$ cat config.mk
export PLATFORM = sky130hd
export DESIGN_NAME = fifo_rd_stream
export DESIGN_NICKNAME = d
export VERILOG_FILES = /design/src/rtl/fifo_rd_stream.sv
export SDC_FILE = /design/constraint.sdc
export NUM_CORES = 1
export LEC_CHECK = 0
export BUFFER_PORTS_ARGS = -buffer_cell sky130_fd_sc_hd__buf_4
export CAP_MARGIN = 20
export CORE_MARGIN = 10
export CORE_UTILIZATION = 40
export DETAILED_ROUTE_END_ITERATION = 12
export SYNTH_ARGS = -nofsm -noshare
export SYNTH_HDL_FRONTEND = slang
export SYNTH_SLANG_ARGS = --single-unit
$ cat constraint.sdc
create_clock -name rd_clk -period 1.6 [get_ports rd_clk]
set_input_delay 0.24 -clock rd_clk [delete_from_list [all_inputs] [get_ports rd_clk]]
set_output_delay 0.24 -clock rd_clk [all_outputs]
set_load 0.02 [all_outputs]
$ cat src/rtl/fifo_rd_stream.sv
// -----------------------------------------------------------------------------
// fifo_rd_stream
//
// Converts the read side of an async FIFO (registered data_out, valid one
// cycle after rd_en) into a valid/ready stream. A two-entry skid buffer
// absorbs the one-cycle read latency, so a full-rate stream is sustained
// while downstream is ready and no word is lost when it stalls.
//
// Optional feature: define FIFO_RD_STREAM_CNT_EN to add the rd_count output,
// a free-running 16-bit count of stream transfers (wraps 0xFFFF -> 0x0000).
//
// Ports
//   rd_clk      in   read-domain clock, rising edge
//   rd_rst      in   asynchronous active-high reset
//   fifo_empty  in   async FIFO empty flag
//   fifo_data   in   async FIFO data_out (valid one cycle after fifo_rd_en)
//   fifo_rd_en  out  read strobe to async FIFO
//   m_data      out  stream data (oldest buffered word)
//   m_valid     out  stream data valid
//   m_ready     in   downstream accept
//   rd_count    out  transfer count (only with FIFO_RD_STREAM_CNT_EN)
// -----------------------------------------------------------------------------
module fifo_rd_stream #(
    parameter int DATA_WIDTH = 8
) (
    input  logic                  rd_clk,
    input  logic                  rd_rst,
    input  logic                  fifo_empty,
    input  logic [DATA_WIDTH-1:0] fifo_data,
    output logic                  fifo_rd_en,
    output logic [DATA_WIDTH-1:0] m_data,
    output logic                  m_valid,
    input  logic                  m_ready
`ifdef FIFO_RD_STREAM_CNT_EN
    ,
    output logic [15:0]           rd_count
`endif
);

    // Buffer occupancy doubles as the FSM state.
    typedef enum logic [1:0] {
        EMPTY = 2'd0,
        ONE   = 2'd1,
        TWO   = 2'd2
    } state_t;

    state_t                  state_q, state_d;
    logic                    pend_q, pend_d;
    logic [DATA_WIDTH-1:0]   head_q, head_d;
    logic [DATA_WIDTH-1:0]   tail_q, tail_d;

    logic [1:0]              occ;
    logic [1:0]              level;     // occupancy + in-flight read - pop
    logic                    push;
    logic                    pop;
    logic                    wr_head;   // incoming word lands in the head slot

    assign occ     = state_q;
    assign push    = pend_q;
    assign m_valid = (state_q != EMPTY);
    assign m_data  = head_q;
    assign pop     = m_valid && m_ready;

    // Only request a new word if, after this cycle's pop, there is room for
    // it alongside any read already in flight. Reset gates the strobe so the
    // FIFO is never read while the buffer is being cleared.
    always_comb begin
        level      = occ + {1'b0, pend_q} - {1'b0, pop};
        fifo_rd_en = !rd_rst && !fifo_empty && (level < 2'd2);
        pend_d     = fifo_rd_en;
    end

    // Next-state logic: occupancy moves by push - pop.
    always_comb begin
        state_d = state_q;
        case (state_q)
            EMPTY: begin
                if (push) state_d = ONE;
            end
            ONE: begin
                if (push && !pop)      state_d = TWO;
                else if (!push && pop) state_d = EMPTY;
            end
            TWO: begin
                if (pop && !push) state_d = ONE;
            end
            default: state_d = EMPTY;
        endcase
    end

    // Datapath: a pop shifts tail into head; the captured word is written to
    // the first free slot as seen after that shift.
    always_comb begin
        head_d  = head_q;
        tail_d  = tail_q;
        wr_head = (state_q == EMPTY) || ((state_q == ONE) && pop);
        if (pop) begin
            head_d = tail_q;
        end
        if (push) begin
            if (wr_head) head_d = fifo_data;
            else         tail_d = fifo_data;
        end
    end

    always_ff @(posedge rd_clk or posedge rd_rst) begin
        if (rd_rst) begin
            state_q <= EMPTY;
            pend_q  <= 1'b0;
            head_q  <= '0;
            tail_q  <= '0;
        end else begin
            state_q <= state_d;
            pend_q  <= pend_d;
            head_q  <= head_d;
            tail_q  <= tail_d;
        end
    end

`ifdef FIFO_RD_STREAM_CNT_EN
    logic [15:0] rd_count_q, rd_count_d;

    always_comb begin
        rd_count_d = rd_count_q;
        if (pop) rd_count_d = rd_count_q + 16'd1;
    end

    always_ff @(posedge rd_clk or posedge rd_rst) begin
        if (rd_rst) rd_count_q <= 16'd0;
        else        rd_count_q <= rd_count_d;
    end

    assign rd_count = rd_count_q;
`endif

endmodule

==> summary.txt <==
Detailed routing
  • Pre-antenna DRT Iters: 4
  • Post-route DRC: 0
  • Vias/cell: 5.23
  • DRC violation total after the first TritonRoute iteration: 56
  • DR vias: about 750
  • Avg WL per Cell: ~15 microns
  • Antenna-violating nets left: 0
  • Final wirelength: about 2.1 mm

Power and ir drop
  • Psw: 0.738 mW
  • Comb pwr share: 0.463
  • Int Power: 1.24 mW
  • Worst vdd ir: between 0.7 and 0.8 mV
  • Leak: roughly 0.55 nW
  • Power Total: around 2 mW
  • Power share of the clock group: 0.123
  • PwrDens: roughly 1700 nW/um^2
  • Reg power frac: 0.414
  • Sw frac: 0.373

Synthesis
  • Post-synthesis mux area share: 0.0939
  • Post-Synth Simple-Gate Area: 0.185
  • Post-Syn Area: between 900 and 1000 sq um
  • Synth Instances: approximately 90
  • Adder-cell share of the synthesized area: 0.0130
  • Compound-Gate Fraction of Synth Area: 0.123
  • Post-synthesis xor/xnor area fraction: 0
  • Net Count, Synth: 102
  • Main combinational cell family by area after synthesis: simple AND/OR/NAND/NOR gates
  • Yosys cell types: 25
  • Post-synthesis sequential area ratio: 0.495
  • FF+latch count, synth: 19
  • Ys Warns: 0
  • Post-Syn Area per Cell: 10.8 sq um

Worst hold path
  • Hold Path Class: input pin to register

Floorplanning
  • Core Rows: 17
  • Chip Height: about 69 microns
  • Die W: between 60 and 70 microns
  • Die area: approximately 4800 sq um
  • Initial core utilization: 0.426
  • Core area: ~2300 sq um
  • I/O pin total: 22

Timing
  • PnR worst setup slack: ~0.00066 ns
  • Final hold vios: 0
  • Min Tclk post-route: ~1.6 ns
  • Max-slew violations: 0
  • RSZ-0062 raised after global routing: yes
  • WHS: around 0.18 ns
  • Period Utilization, post-route: 1.00
  • # setup viols final: 0
  • Fmax: between 0.6 and 0.7 GHz
  • Worst Skew: about 0.0016 ns
  • Worst Tran Pin Value: ~0.31 ns
  • Slew HR: 0.792

Clock network
  • Worst-path clk slew: about 0.11 ns
  • CTS root buf: clkbuf_4
  • CTS Buf Count: 3
  • Sink Count: 19
  • Clk_lat worst skew: approximately 0.3 ns
  • CTS H-Tree Depth: 1
  • Max clock buf depth: 2
  • CTS tree: built

Global route
  • Gr usage total: 0.0982
  • First-pass GRT wire length: 3.52 mm
  • Vias in the first global route: 759
  • Global route overflow: 0
  • Initial antenna violation count: 0
  • Largest net degree at the start of global routing: 13

Critical path
  • Worst Setup Start Kind: register
  • Crit path largest cell delay: 0.42 ns
  • Crit-path max FO: 3
  • Crit end category: primary output
  • Critical path type: register to primary output
  • Crit path max-delay cell type: dfrtp_2
  • Critical Path AT: about 1.4 ns
  • Worst path cell trace: and4_4 > o31a_1 > buf_6
  • WP data required: about 1.4 ns

Run status
  • Status: finished, final reports clean

Placement
  • Setup WS pre-CTS: 0.164 ns
  • Dpl hpwl: 1.55 mm
  • GP Congestion: 0.760
  • Port bufs: 21

Layout
  • Fin nets: 130
  • # diodes: 0
  • Share of cells above drive strength 1: 0.431
  • P&R area growth vs syn: 24.4%

Flow run
  • Max_cap viols: 0
Yosys cell counts:
cell type | instances | area (sq um)
a21oi_1 | 3 | 15.0
a31o_2 | 1 | 8.76
a31oi_1 | 7 | 43.8
a31oi_2 | 1 | 12.5
and4_2 | 1 | 10.0
buf_6 | 6 | 67.6
clkinv_1 | 1 | 3.75
dfrtp_1 | 19 | 475
ha_1 | 1 | 12.5
inv_1 | 4 | 15.0
mux2_2 | 8 | 90.1
nand2_1 | 17 | 63.8
nand2b_1 | 1 | 6.26
nand2b_4 | 1 | 13.8
nand3b_1 | 1 | 7.51
nand4_1 | 1 | 6.26
nor2_1 | 1 | 3.75
nor2b_4 | 1 | 13.8
nor3_1 | 8 | 40.0
o21a_1 | 1 | 7.51
o21ai_0 | 1 | 5.00
o21ai_4 | 1 | 16.3
o31a_1 | 1 | 8.76
or2_1 | 1 | 6.26
or2_2 | 1 | 6.26
worst max-delay path: cells and delay by family, from the launching register on:
family	cells	cell delay, ns
AO/OA/AOI/OAI	1	0.32
AND/OR/NAND/NOR	1	0.18
flip-flops	1	0.42
buffers and inverters	1	0.14
metrics by stage:
| step | instances | cell area [sq um] | setup TNS [ns] | util |
|---|---|---|---|---|
| after detailed placement | 136 | 1110 | 0 | 0.494 |
| after global routing | 144 | 1190 | -0.0805 | 0.529 |
| after global placement | 136 | 1110 | 0 | 0.494 |
| final | 144 | 1190 | 0 | 0.529 |
| after CTS | 144 | 1180 | 0 | 0.524 |
| after floorplan | 89 | 960 | 0 | - |
cell families (layout without fill, tap and decap cells):
logic type / after synthesis / after routing
and+or+nand+nor: 34 / 34
adders and majority gates: 1 / 1
DFF: 19 / 19
muxes: 8 / 8
buffers and inverters: 11 / 38
AOI/OAI and AO/OA: 16 / 16
timing repair:
action                                 4_1_cts  5_1_grt
endpoints found under the hold margin        7        0
gates resized for setup                      3        3
setup buffers                                3        0
setup endpoints to repair                    1        2
pin swaps                                    1        2
hold buffers                                 1        0
layout make-up:
cell class	count	area (sq um)
inverters	5	18.8
flip-flops and latches	19	478
clock buffers	3	22.5
clock inverters	1	5.00
repair buffers	29	228
fillers	222	1060
multi-input cells	59	407
well taps	28	35.0
path summary, 6_finish.rpt:
kind / from / to / slack (ns) / cells past startpoint
worst min register to register: tail_q[4]$_DFFE_PP0P_ / tail_q[4]$_DFFE_PP0P_ / 0.52 / 1
worst min-delay path: fifo_data[5] / tail_q[5]$_DFFE_PP0P_ / 0.18 / 2
worst max register to register: occ[0]$_DFFE_PP0P_ / tail_q[3]$_DFFE_PP0P_ / 0.10 / 4
max in group asynchronous: rd_rst / m_data[4]$_DFF_PP0_ / 0.70 / 4
min in group asynchronous: rd_rst / tail_q[0]$_DFFE_PP0P_ / 0.45 / 3
worst max-delay path: occ[0]$_DFFE_PP0P_ / fifo_rd_en / 0.0007 / 3
routing by layer:
layer	global-route usage	vias up	wire length, microns
li1	-	361	-
met1	0.107	372	861
met3	0.0338	5	133
met2	0.162	15	1080
met5	0	-	0
met4	0.0567	0	44
layout by cell type (no fill, tap or decap), types with 2 or more instances in the layout:
master / count
nand2b_4: 2
nand2_1: 17
buf_6: 2
a31oi_1: 7
nor3_1: 8
mux2_2: 8
buf_4: 26
dfrtp_1: 17
dfrtp_2: 2
a21oi_1: 3
clkbuf_4: 3
inv_1: 4
state kept, by name, summed over array words and instances, names as in the netlist:
| name | cells |
|---|---|
| tail_q | 8 |
| pend_q | 1 |
| occ | 2 |
| m_data | 8 |
power groups by stage:
stage	registers, mW	clock network (mW)	logic [mW]
6_report	0.818	0.243	0.916
5_1_grt	0.848	0.279	1.00
4_1_cts	0.817	0.260	0.927
3_5_place_dp	0.849	0	0.869
3_3_place_gp	0.839	0	0.855
2_1_floorplan	0.934	0	0.503
Power figures use the tool's default switching activity.
